==> src/rtl/gpio_bcd_display.sv <==
// Captures the CPU gpio_out value on change and converts it to BCD with a
// sequential double-dabble engine. Optional leading-zero blanking: BCD_LZ_BLANK_EN.
module gpio_bcd_display #(
    parameter int unsigned DIGITS = 8
) (
    input  logic                clk,
    input  logic                rst,
    input  logic [31:0]         value,
    output logic                busy,
    output logic                valid,
    output logic                overflow,
    output logic [4*DIGITS-1:0] bcd,
    output logic [7*DIGITS-1:0] hex
);

    typedef enum logic [1:0] {
        IDLE = 2'd0,
        CONV = 2'd1,
        LOAD = 2'd2
    } state_t;

    state_t state, state_n;

    logic [31:0] cap;
    logic [31:0] sh;
    logic [39:0] acc;
    logic [5:0]  cnt;
    logic        first;

    logic          start;
    logic [39:0]   acc_adj;
    logic [39:0]   acc_shift;
    logic [31:0]   sh_shift;
    logic [7*DIGITS-1:0] hex_n;
    logic          ovf_n;

    function automatic logic [6:0] seg7(input logic [3:0] d);
        case (d)
            4'd0:    seg7 = 7'h40;
            4'd1:    seg7 = 7'h79;
            4'd2:    seg7 = 7'h24;
            4'd3:    seg7 = 7'h30;
            4'd4:    seg7 = 7'h19;
            4'd5:    seg7 = 7'h12;
            4'd6:    seg7 = 7'h02;
            4'd7:    seg7 = 7'h78;
            4'd8:    seg7 = 7'h00;
            4'd9:    seg7 = 7'h10;
            default: seg7 = 7'h7F;
        endcase
    endfunction

    assign start = first || (value != cap);
    assign busy  = (state != IDLE);

    always_ff @(posedge clk or negedge rst) begin
        if (!rst) begin
            state <= IDLE;
        end else begin
            state <= state_n;
        end
    end

    always_comb begin
        state_n = state;
        case (state)
            IDLE:    if (start) state_n = CONV;
            CONV:    if (cnt == 6'd31) state_n = LOAD;
            LOAD:    state_n = IDLE;
            default: state_n = IDLE;
        endcase
    end

    // Add-3 is strictly per nibble; no carry crosses a digit boundary.
    always_comb begin
        acc_adj = '0;
        for (int unsigned i = 0; i < 10; i++) begin
            if (acc[4*i +: 4] >= 4'd5) begin
                acc_adj[4*i +: 4] = acc[4*i +: 4] + 4'd3;
            end else begin
                acc_adj[4*i +: 4] = acc[4*i +: 4];
            end
        end
        acc_shift = {acc_adj[38:0], sh[31]};
        sh_shift  = {sh[30:0], 1'b0};
    end

    always_comb begin
`ifdef BCD_LZ_BLANK_EN
        logic        lead;
        int unsigned idx;
`endif
        hex_n = '1;
        ovf_n = 1'b0;
        for (int unsigned i = 0; i < 10; i++) begin
            if (i >= DIGITS) begin
                ovf_n = ovf_n | (acc[4*i +: 4] != 4'd0);
            end
        end
        for (int unsigned i = 0; i < DIGITS; i++) begin
            hex_n[7*i +: 7] = seg7(acc[4*i +: 4]);
        end
`ifdef BCD_LZ_BLANK_EN
        // Scan from the top digit down; blank zeros until the first nonzero.
        lead = !ovf_n;
        idx  = 0;
        for (int unsigned k = 0; k < DIGITS; k++) begin
            idx = DIGITS - 1 - k;
            if (lead && (idx != 0) && (acc[4*idx +: 4] == 4'd0)) begin
                hex_n[7*idx +: 7] = 7'h7F;
            end else begin
                lead = 1'b0;
            end
        end
`endif
    end

    always_ff @(posedge clk or negedge rst) begin
        if (!rst) begin
            cap      <= '0;
            sh       <= '0;
            acc      <= '0;
            cnt      <= '0;
            first    <= 1'b1;
            valid    <= 1'b0;
            overflow <= 1'b0;
            bcd      <= '0;
            hex      <= '1;
        end else begin
            case (state)
                IDLE: begin
                    if (start) begin
                        cap   <= value;
                        sh    <= value;
                        acc   <= '0;
                        cnt   <= '0;
                        first <= 1'b0;
                    end
                end
                CONV: begin
                    acc <= acc_shift;
                    sh  <= sh_shift;
                    cnt <= cnt + 6'd1;
                end
                LOAD: begin
                    bcd      <= acc[4*DIGITS-1:0];
                    hex      <= hex_n;
                    overflow <= ovf_n;
                    valid    <= 1'b1;
                end
                default: ;
            endcase
        end
    end

endmodule

==> config.mk <==
export PLATFORM = sky130hd
export DESIGN_NAME = gpio_bcd_display
export DESIGN_NICKNAME = d
export VERILOG_FILES = /design/src/rtl/gpio_bcd_display.sv
export SDC_FILE = /design/constraint.sdc
export NUM_CORES = 1
export LEC_CHECK = 0
export CAP_MARGIN = 30
export CORE_ASPECT_RATIO = 0.75
export CORE_MARGIN = 3
export CORE_UTILIZATION = 37
export DETAILED_ROUTE_END_ITERATION = 12
export MAX_ROUTING_LAYER = met4
export SETUP_SLACK_MARGIN = 0.4
export SKIP_CTS_REPAIR_TIMING = 1
export SYNTH_ARGS = -nofsm -noshare
export SYNTH_HDL_FRONTEND = slang
export SYNTH_SLANG_ARGS = --single-unit
==> constraint.sdc <==
create_clock -name clk -period 3.6 [get_ports clk]
set_clock_uncertainty 0.05 [all_clocks]
set_input_delay 0.9 -clock clk [delete_from_list [all_inputs] [get_ports clk]]
set_output_delay 0.9 -clock clk [all_outputs]
set_load 0.01 [all_outputs]
* Yosys cells after proc, flatten, opt, wreduce, memory -nomap -nowiden
Memory sizes are Yosys's and may differ from the RTL's. A register that Yosys moved wholly into a read port is not among the register bits.
Cells that the tools add are included.
** Operators by class
- $add $sub $neg :: 11
- Order comparisons :: 10
- Equal/unequal tests :: 6
- Mux-type cells :: 19
- Bitwise operators :: 1
- Reduce and logical (&&, ||, !) cells :: 17
** Operators by type and width (number)
- $pmux 40 s2 :: 1
- $pmux 32 s2 :: 1
- $ge 4x3->1 const B :: 10
- $mux 40 :: 1
- $add 4x2->4 const B :: 9
- $mux 4 :: 9
- $mux 32 :: 1
- $ne 32x32->1 :: 1
- $pmux 6 s2 :: 1
- $logic_not 1->1 :: 8
- $reduce_bool 4->1 :: 2
- $add 6x1->6 const B :: 1
- $eq 6x5->1 const B :: 1
- $mux 6 :: 1
- $reduce_and 2->1 :: 3
- $mux 2 :: 2
- $ne 2x2->1 const B :: 2
- $pmux 2 s2 :: 1
- $reduce_bool 2->1 :: 2
- $add 3x2->3 const B :: 1
- $mux 3 :: 1
- $eq 2x1->1 const B :: 1
- $eq 2x2->1 const B :: 1
- $logic_not 2->1 :: 1
- 2 further kinds :: 2
** Word-level totals
- Register bits :: 147
- Bits in read-only memories :: 896
- Input bits :: 34
- Output and inout bits :: 91
- Logic and storage cells :: 81
- Memories kept :: 8
** Memories
- (name not given) :: depth 16, bits a word 7, read ports 1, clocked after memory_dff 1, wr ports 0, line 38 : case (d)
- (name not given) :: depth 16, bits a word 7, read ports 1, clocked after memory_dff 1, wr ports 0, line 38
- (name not given) :: depth 16, bits a word 7, read ports 1, clocked after memory_dff 1, wr ports 0, line 38
- (name not given) :: depth 16, bits a word 7, read ports 1, clocked after memory_dff 1, wr ports 0, line 38
- (name not given) :: depth 16, bits a word 7, read ports 1, clocked after memory_dff 1, wr ports 0, line 38
- (name not given) :: depth 16, bits a word 7, read ports 1, clocked after memory_dff 1, wr ports 0, line 38
- 2 more memories

* Longest topological paths before layout
Gate-level depths: netlist of run 1.
- Depth in word-level cells :: 4
- Depth in mapped cells :: 7
- Mapped depth without buffers :: 7

* Least setup slack after synthesis of run 1
OpenSTA, ideal clock, no wires.
- Path kind :: input-to-reg
- From :: in value[10]
- To :: reg cap[10]
- Data arrival time :: 2.355 ns
- Required time :: 3.423 ns
- Path slack :: 1.068 ns
- Cell stages on the path :: 7
- Buffers on the path :: 2
- Path through :: xor2_1 > nor4_1 > and4_1 > a31o_2 > buf_6 > buf_6 > mux2_1
** Between the ends
- Longest elaborated chain between the ends :: 3
** RTL lines
- start, declared :: line 8 : input logic [31:0] value,
- $ne 32x32->1 :: line 53 : assign start = first || (value != cap);
- $logic_or 1x1->1 :: line 53
- $reduce_and 2->1 (no line)
- end signal, assigned :: line 133 : cap <= value;
- end, declared :: line 24 : logic [31:0] cap;
Several ways; a longest one is shown, not always the timed one.
A chain may end at the register's enable or synchronous reset.

* Worst setup path after layout of run 1
- From :: reg state[0]
- To :: out busy
** Between the ends
- Longest elaborated chain between the ends :: 1
** RTL lines
- start, declared :: line 22 : state_t state, state_n;
- start signal, assigned :: line 60 : state <= state_n;
- $reduce_bool 2->1 :: line 54 : assign busy = (state != IDLE);
- end, declared :: line 9 : output logic busy,
Every way passes these cells.

==> impl_metrics.json, run 1 <==
{
  "outcome": "finished clean",
  "grt_max_degree": 93,
  "routed_wire_length_per_instance_um": 16.51,
  "totalNegativeSetupSlack_ns": 0,
  "final.min_clock_period_ns": 2.953,
  "min-delay-path-class": "reg -> reg",
  "syn_nets": 1133,
  "post-route-worst-setup-slack_ns": 0.6466,
  "layer_with_the_highest_usage_after_global_routing": "met1",
  "reg2reg_from": "cap[15]",
  "synth_top_area_share": 0.3490,
  "synth_top_area_cell": "dfrtp_1",
  "drt_wl_total_mm": 25.49,
  "final.hold.worst_slack_ns": 0.4017,
  "finalSetupViolCount": 0,
  "num_rows": 52,
  "path_delay_family": "buffers and inverters",
  "cp_data_required_time_ns": 2.65,
  "die-area_sq_um": 30370,
  "tritoncts.num_buffers": 23,
  "ff2ff_setup_slack_ns": 1.15,
  "layout_commonest_cell": "nand2_1",
  "crit-reg2reg-capture": "cap[30]",
  "initial_utilization": 0.3822,
  "total_number_of_h_tree_levels": 1,
  "final_worst_path_period_share": 0.8204,
  "max_slew.worst_pin.slew_ns": 0.8697,
  "yosys_most_used_dff": "dfrtp_1",
  "core_region_area_sq_um": 27390,
  "syn-mean-instance-area_sq_um": 9.980,
  "ys_seq_area_frac": 0.4921,
  "cp.depth": 3,
  "detailed_place_hpwl_mm": 17.48,
  "tritoncts": "built",
  "top_level_ports": 125,
  "rr_worst_depth": 6,
  "netlist_instances": 1049,
  "drcViolationCount": 0,
  "dr.pass1.iters": 5,
  "internal_power_uw": 5262,
  "synthesis.area_sq_um": 10470,
  "most-common-layout-cells": "nand2_1 (170), dfrtp_1 (146), clkdlybuf4s50_1 (123)",
  "grt_pass1_wl_mm": 41.45,
  "crit_path_max_delay_cell_type": "clkdlybuf4s50_1",
  "chipWidth_um": 200.2,
  "routed_via_density": 5.093,
  "cp_slowest_stage_delay_ns": 0.57,
  "route.vias.total": 7864,
  "cellLeakagePower_uw": 0.005513,
  "post_synth_main_area_contributors": "dfrtp_1 (35%), dfstp_2 (14%), nand2_1 (6.2%)",
  "area_growth_syn_to_layout_pct": 23.64,
  "die_h_um": 151.7,
  "timing_max_transition_violations_final": 0,
  "grt.met1_usage": 0.2609,
  "use_met2": 0.2423,
  "hold_end": "hex[31]",
  "clock_power_share": 0.323,
  "finalNetCount": 1234,
  "clock-root-buffer": "clkbuf_16",
  "vdd_ir_drop_max_mv": 0.4202,
  "power.share.switching": 0.3231,
  "clock_tree_sinks": 203,
  "yosys_register_bits": 203,
  "synthDistinctLibCells": 48,
  "netSwitchingPower_uw": 2512,
  "cp_cell_sequence": "inv_1 -> nand2_1 -> clkdlybuf4s50_1",
  "final_layout_size_suffix_gt1_frac": 0.1072,
  "powerDensity_nw_per_um2": 600.6,
  "yosysWarnings": 0,
  "antenna_violating_nets_post_route": 0,
  "clock.fmax_mhz": 338.6,
  "grt_util_all_layers": 0.1712,
  "drt_first_iter_violations": 595,
  "critPathKind": "reg -> out",
  "n_antenna_cell": 0,
  "maxCapViolations": 0,
  "critPathBufInv": 2,
  "timing.final.hold_violations": 0,
  "pre_cts_ws_ns": 0.1712,
  "count_of_flip_flops_with_a_built_in_enable_after_synthesis": 0,
  "clk_pin_slew_ns": 0.06,
  "max-slew-margin-rel": 0.4202,
  "kind_of_end_point_of_the_critical_path": "output port",
  "cp_max_fo": 9,
  "whs_path_depth": 2,
  "setup_repair_after_global_routing_missed_its_margin": "no",
  "first_global_vias": 7343,
  "overflow": 0,
  "portBuffers": 124,
  "synthArstFlopShare": 1.000,
  "global_route.usage.met3": 0.02434,
  "timing.hold.worst.start": "hex[31]",
  "finish.instance_area_sq_um": 12940,
  "power_share_of_the_combinational_group": 0.284,
  "seq_power_share": 0.393,
  "antenna_found_initial": 0,
  "clock_tree.buffer_depth": 3,
  "worstPathArrival_ns": 2.00,
  "gp_congestion": 0.8236,
  "number_of_filler_instances_in_the_final_layout": 2563,
  "worst_skew_late_latency_ns": 0.50,
  "setup.worst_path.start_class": "flop",
  "placed_cell_area_sq_um": 12140
}
[worst max path at each step]
| stage | slack (ns) | start | endpoint |
|---|---|---|---|
| floorplan | 1.07 | value[10] | cap[10] |
| global placement | 0.21 | value[15] | cap[29] |
| detailed placement | 0.17 | value[15] | cap[30] |
| CTS | 0.62 | state[0] | busy |
| global route | 0.49 | state[0] | busy |
| finish | 0.65 | state[0] | busy |
[registers in the layout, summed over array words and instances, names as in the netlist]
register / count
first: 1
acc: 40
hex: 56
state: 2
cnt: 6
overflow: 1
bcd: 32
valid: 1
sh: 32
cap: 32
[Yosys cell counts (all sizes together) (23+ instances only)]
| cell | count |
|---|---|
| dfstp | 57 |
| nor2 | 38 |
| clkbuf | 52 |
| o22a | 29 |
| mux2i | 25 |
| ha | 50 |
| mux2 | 34 |
| o221a | 31 |
| inv | 49 |
| a21oi | 66 |
| o21ai | 106 |
| a211oi | 23 |
| dfrtp | 146 |
| nand2 | 172 |
| xor2 | 31 |
[cell families (layout without fill, tap and decap cells)]
group | count (synthesis) | in the layout | share of synthesized area
multiplexers | 59 | 59 | 0.06047
XOR/XNOR | 45 | 45 | 0.03765
adder cells (fa/ha/maj) | 50 | 50 | 0.05976
buffers and inverters | 120 | 237 | 0.04757
flip-flops | 203 | 203 | 0.4921
AND/OR/NAND/NOR | 268 | 268 | 0.1095
AO/OA/AOI/OAI | 304 | 304 | 0.1930
[worst register-to-register path: cells and delay by family (launching register included)]
family | cells | cell delay [ns]
AOI/OAI and AO/OA | 1 | 0.25
buffers and inverters | 1 | 0.21
muxes | 1 | 0.37
xor gates and xnor gates | 1 | 0.15
and+or+nand+nor | 2 | 0.92
DFF | 1 | 0.38
[stage by stage]
stage          total power [uW]  utilization  cells
2_1_floorplan              4461            -   1049
3_3_place_gp               5266       0.4430   1503
3_5_place_dp               5306       0.4430   1503
4_1_cts                    7856       0.4725   1544
5_1_grt                    8316       0.4725   1544
6_report                   7774       0.4725   1544
[cell type report]
cell class	count	area, sq um	area share
Timing Repair Buffer	144	1470	0.1136
Tap cell	378	473.0	0.03654
Clock buffer	32	659.4	0.05094
Inverter	52	195.2	0.01508
Clock inverter	9	148.9	0.01150
Multi-Input combinational cell	726	4846	0.3744
Sequential cell	203	5151	0.3980
[power groups by stage]
stage               combinational, uW  sequential [uW]  clock [uW]
floorplan                        1520             2940           0
global placement                 2170             3090           0
detailed placement               2210             3100           0
CTS                              2220             3060        2580
global route                     2520             3120        2670
finish                           2200             3060        2510
[per-layer routing]
metal  wire, um  vias to the layer above
li1           -                     3896
met1      13560                     3813
met2      10530                      125
met3        929                       30
met4        471                        0
met5          0                        -
No activity file was read; power rests on OpenSTA's default activity.
==> run 2: changes to the inputs <==
clock period = 2.51 ns   (was 3.6 ns; I/O delays follow)
==> impl_metrics.json, run 2 (synthesis gave the netlist of run 1 again) <==
{
  "outcome": "finished clean",
  "layout.area.seq_sq_um": 5154,
  "critical_path.endpoint": "cap[12]",
  "chipWidth_um": 200.2,
  "num_rows": 52,
  "dr.pass1.iters": 5,
  "cp_data_required_time_ns": 2.85,
  "route.vias.total": 8253,
  "clk_pin_slew_ns": 0.06,
  "drt_wl_total_mm": 28.20,
  "drcViolationCount": 0,
  "cp_max_fo": 6,
  "multiInputGateArea_sq_um": 5241,
  "max-slew-margin-rel": 0.5844,
  "min-delay-path-class": "in -> async",
  "worstPathArrival_ns": 2.71,
  "timing.final.hold_violations": 0,
  "critPathKind": "in -> reg",
  "antenna_violating_nets_post_route": 0,
  "worst_skew_late_latency_ns": 0.52,
  "tritoncts": "built",
  "final.min_clock_period_ns": 2.371,
  "detailed_place_hpwl_mm": 17.99,
  "powerDensity_nw_per_um2": 773.7,
  "totalPowerFinal_uw": 11110,
  "overflow": 0,
  "pre_cts_ws_ns": -0.6677,
  "n_antenna_cell": 0,
  "total_number_of_h_tree_levels": 1,
  "layout_top_registers": "hex: 56 flops, acc: 40 flops",
  "timing_max_transition_violations_final": 0,
  "layout_commonest_cell": "nand2_1",
  "routed_via_density": 5.094,
  "rr_worst_depth": 8,
  "critical_path.startpoint": "value[27]",
  "clock_tree.buffer_depth": 3,
  "die-area_sq_um": 30370,
  "post-route-worst-setup-slack_ns": 0.1385,
  "vdd_ir_drop_max_mv": 0.5839,
  "finalNetCount": 1309,
  "most-common-layout-cells": "nand2_1 (169), dfrtp_1 (144), dlymetal6s2s_1 (118)",
  "setup.worst_path.start_class": "primary input",
  "initial_utilization": 0.3822,
  "area_growth_syn_to_layout_pct": 37.13,
  "final_worst_path_period_share": 0.9448,
  "antenna_found_initial": 0,
  "drt_first_iter_violations": 375,
  "clock.fmax_mhz": 421.7,
  "grt_max_degree": 81,
  "ff2ff_setup_slack_ns": 0.18,
  "setup_repair_after_global_routing_missed_its_margin": "yes",
  "gp_congestion": 0.8046,
  "portBuffers": 124,
  "largest-register": "hex",
  "clock-root-buffer": "clkbuf_16",
  "core_region_area_sq_um": 27390,
  "largest_register_ff_count": 56,
  "kind_of_end_point_of_the_critical_path": "flop",
  "top_level_ports": 125,
  "grt_pass1_wl_mm": 43.40,
  "grt_util_all_layers": 0.1781,
  "tritoncts.num_buffers": 23,
  "clock_tree_sinks": 203,
  "maxCapViolations": 0,
  "number_of_filler_instances_in_the_final_layout": 2423,
  "max_slew.worst_pin.slew_ns": 0.6169,
  "routed_wire_length_per_instance_um": 17.41,
  "finalSetupViolCount": 0,
  "first_global_vias": 7929,
  "crit-reg2reg-capture": "cap[12]",
  "final_layout_size_suffix_gt1_frac": 0.2134,
  "cellLeakagePower_uw": 0.007631,
  "reg2reg_from": "cap[8]",
  "die_h_um": 151.7
}
-- run 2: changes by cell type in the layout (fill, tap and decap cells not counted), moves of 8 or more --
cell             previous run  this run
buf_4                      14        66
clkbuf_16                  23        31
dlymetal6s2s_1              0       118
mux2_4                      0        17
clkdlybuf4s50_1           123         5
xor2_1                     31        16
a211oi_2                    0        10
xor2_2                      0        15
mux2_1                     29        12
buf_6                       0         8
a211oi_1                   23        13
-- run 2: critical path: stages --
cell and delay (ns):
clkdlybuf4s50_1 0.48, xor2_2 0.23, nor4_4 0.26, and3_4 0.26
a31o_4 0.26, buf_4 0.15, buf_12 0.12, mux2_4 0.30
-- run 2: area by class of cell --
type,instances,share of cell area
multi-input combinational,726,0.3651
sequential,203,0.3590
timing repair buffer,219,0.1788
clock buffer,39,0.04915
tap,378,0.03294
inverter,52,0.01377
clock inverter,3,0.001307
-- run 2: per-layer routing --
metal	up-vias	routed length (um)	share of wire	GRT usage
met3	35	1006	0.036	0.03182
met5	-	0	0	-
met4	0	403	0.014	0.03323
met2	126	12220	0.43	0.2575
met1	4048	14570	0.52	0.2638
li1	4044	-	-	-
-- run 2: power by group --
| group | total (uW) | switching, uW | internal [uW] |
|---|---|---|---|
| registers | 4370 | 580 | 3790 |
| logic | 3490 | 1810 | 1680 |
| clock network | 3250 | 1340 | 1900 |
-- run 2: per-stage QoR --
step	cells	area (sq um)	hold WS, ns	TNS, ns	utilization
floorplan	1049	10480	0.2819	0	-
global placement	1553	12560	0.3951	-55.93	0.4584
detailed placement	1553	12560	0.3992	-55.61	0.4584
CTS	1595	13280	0.07490	-5.452	0.4848
global route	1620	14360	0.09811	0	0.5241
finish	1620	14360	0.06605	0	0.5241
-- run 2: how the worst min path moves through the flow --
stage | start | endpoint | slack (ns) | depth (start not counted)
floorplan | rst | acc[0] | 0.28 | 0
global placement | hex[10] | hex[10] | 0.40 | 2
global route | rst | valid | 0.1 | 1
detailed placement | hex[31] | hex[31] | 0.40 | 2
CTS | rst | valid | 0.07 | 1
finish | rst | valid | 0.07 | 1
==> run 3: changes to the inputs <==
CAP_MARGIN = unset   (was 30)
CTS_BUF_LIST = sky130_fd_sc_hd__clkbuf_8   (was unset)
==> impl_metrics.json, run 3 (synthesis gave the netlist of run 1 again) <==
{
  "cp_max_fo": 6,
  "clock_power_share": 0.275,
  "grt_max_degree": 81,
  "power.share.switching": 0.3532,
  "totalPowerFinal_uw": 10900,
  "min-delay-path-class": "in -> async",
  "antenna_violating_nets_post_route": 0,
  "grt_pass1_wl_mm": 43.72,
  "cellLeakagePower_uw": 0.007839,
  "final_layout_size_suffix_gt1_frac": 0.2394,
  "setup_repair_after_global_routing_missed_its_margin": "yes",
  "die_h_um": 151.7,
  "grt_util_all_layers": 0.1817,
  "internal_power_uw": 7051,
  "layout_top_registers": "hex: 56 flops, acc: 40 flops",
  "drt_wl_total_mm": 29.06,
  "worst_skew_late_latency_ns": 0.56,
  "max_slew.worst_pin.slew_ns": 0.6071,
  "largest_register_ff_count": 56,
  "die-area_sq_um": 30370,
  "largest-register": "hex",
  "clk_pin_slew_ns": 0.06,
  "drt_first_iter_violations": 461,
  "timing.final.hold_violations": 0,
  "area_growth_syn_to_layout_pct": 38.68,
  "routed_wire_length_per_instance_um": 17.59,
  "finalSetupViolCount": 0,
  "drcViolationCount": 0,
  "antenna_found_initial": 0,
  "crit_path_max_delay_cell_type": "clkdlybuf4s50_1",
  "detailed_place_hpwl_mm": 17.99,
  "seq_power_share": 0.401,
  "netSwitchingPower_uw": 3850,
  "gp_congestion": 0.8046,
  "path_delay_family": "buffers and inverters",
  "num_rows": 52,
  "total_number_of_h_tree_levels": 2,
  "cp_data_required_time_ns": 2.88,
  "outcome": "finished clean",
  "final_worst_path_period_share": 0.9319,
  "tritoncts": "built",
  "worstPathArrival_ns": 2.71,
  "powerDensity_nw_per_um2": 750.9,
  "maxCapViolations": 0,
  "final.min_clock_period_ns": 2.339,
  "max-slew-margin-rel": 0.5910,
  "dr.pass1.iters": 4,
  "core_region_area_sq_um": 27390,
  "vdd_ir_drop_max_mv": 0.3892,
  "overflow": 0,
  "routed_via_density": 5.067,
  "critPathKind": "in -> reg",
  "clock_tree.buffer_depth": 3,
  "critPathBufInv": 3,
  "first_global_vias": 8008,
  "finalNetCount": 1331,
  "clock.fmax_mhz": 427.5,
  "initial_utilization": 0.3822,
  "timing_max_transition_violations_final": 0,
  "n_antenna_cell": 0,
  "power_share_of_the_combinational_group": 0.323,
  "clock_tree_sinks": 203,
  "tritoncts.num_buffers": 37,
  "cp_cell_sequence": "clkdlybuf4s50_1 -> xor2_2 -> nor4_4 -> and3_4 -> a31o_4 -> buf_4 -> clkbuf_16 -> mux2_4",
  "setup.worst_path.start_class": "primary input",
  "route.vias.total": 8371,
  "kind_of_end_point_of_the_critical_path": "flop",
  "clock-root-buffer": "clkbuf_8",
  "totalNegativeSetupSlack_ns": 0,
  "top_level_ports": 125,
  "cp_slowest_stage_delay_ns": 0.48,
  "layout_commonest_cell": "nand2_1",
  "most-common-layout-cells": "nand2_1 (169), dfrtp_1 (144), dlymetal6s2s_1 (120)",
  "chipWidth_um": 200.2,
  "portBuffers": 124
}
==> run 3: layout make-up <==
class,count,area [sq um]
Clock buffer,43,591.8
Fill cell,2428,12870
Multi-Input combinational cell,727,5324
Inverter,52,197.7
Clock inverter,23,106.4
Timing Repair Buffer,226,2671
Tap cell,378,473.0
Sequential cell,203,5154
==> run 3: per-stage QoR <==
step           hold WS [ns]  cell area [sq um]  utilization  worst slack [ns]  instances
2_1_floorplan        0.2819              10480            -            0.2583       1049
3_3_place_gp         0.3951              12560       0.4584           -0.7026       1553
3_5_place_dp         0.3992              12560       0.4584           -0.6677       1553
4_1_cts             0.02188              13250       0.4839          -0.09843       1619
5_1_grt             0.05692              14520       0.5300           0.09578       1652
6_report            0.04248              14520       0.5300            0.1710       1652
==> run 3: final timing paths <==
path | from | end | slack, ns | depth (start not counted)
hold / removal | rst | bcd[22] | 0.04 | 1
max in group asynchronous | rst | hex[13] | 1.69 | 2
setup / recovery | value[27] | cap[11] | 0.17 | 8
hold reg to reg | hex[31] | hex[31] | 0.40 | 2
min in group clk | hex[31] | hex[31] | 0.40 | 2
setup reg to reg | cap[21] | cap[11] | 0.18 | 8
==> run 3: power by group through the flow <==
stage / logic, uW / registers, uW / clock network (uW)
after global routing: 3950 / 4470 / 3260
after global placement: 3190 / 4420 / 0
after CTS: 3270 / 4370 / 3090
after detailed placement: 3250 / 4420 / 0
after floorplan: 2180 / 4220 / 0
final: 3520 / 4380 / 3000
==> run 3: metal layers <==
layer,up-vias,track usage,share of wire
met2,128,0.2579,0.44
met1,4127,0.2636,0.51
li1,4088,-,-
met4,0,0.04489,0.012
met5,-,-,0
met3,28,0.04079,0.042
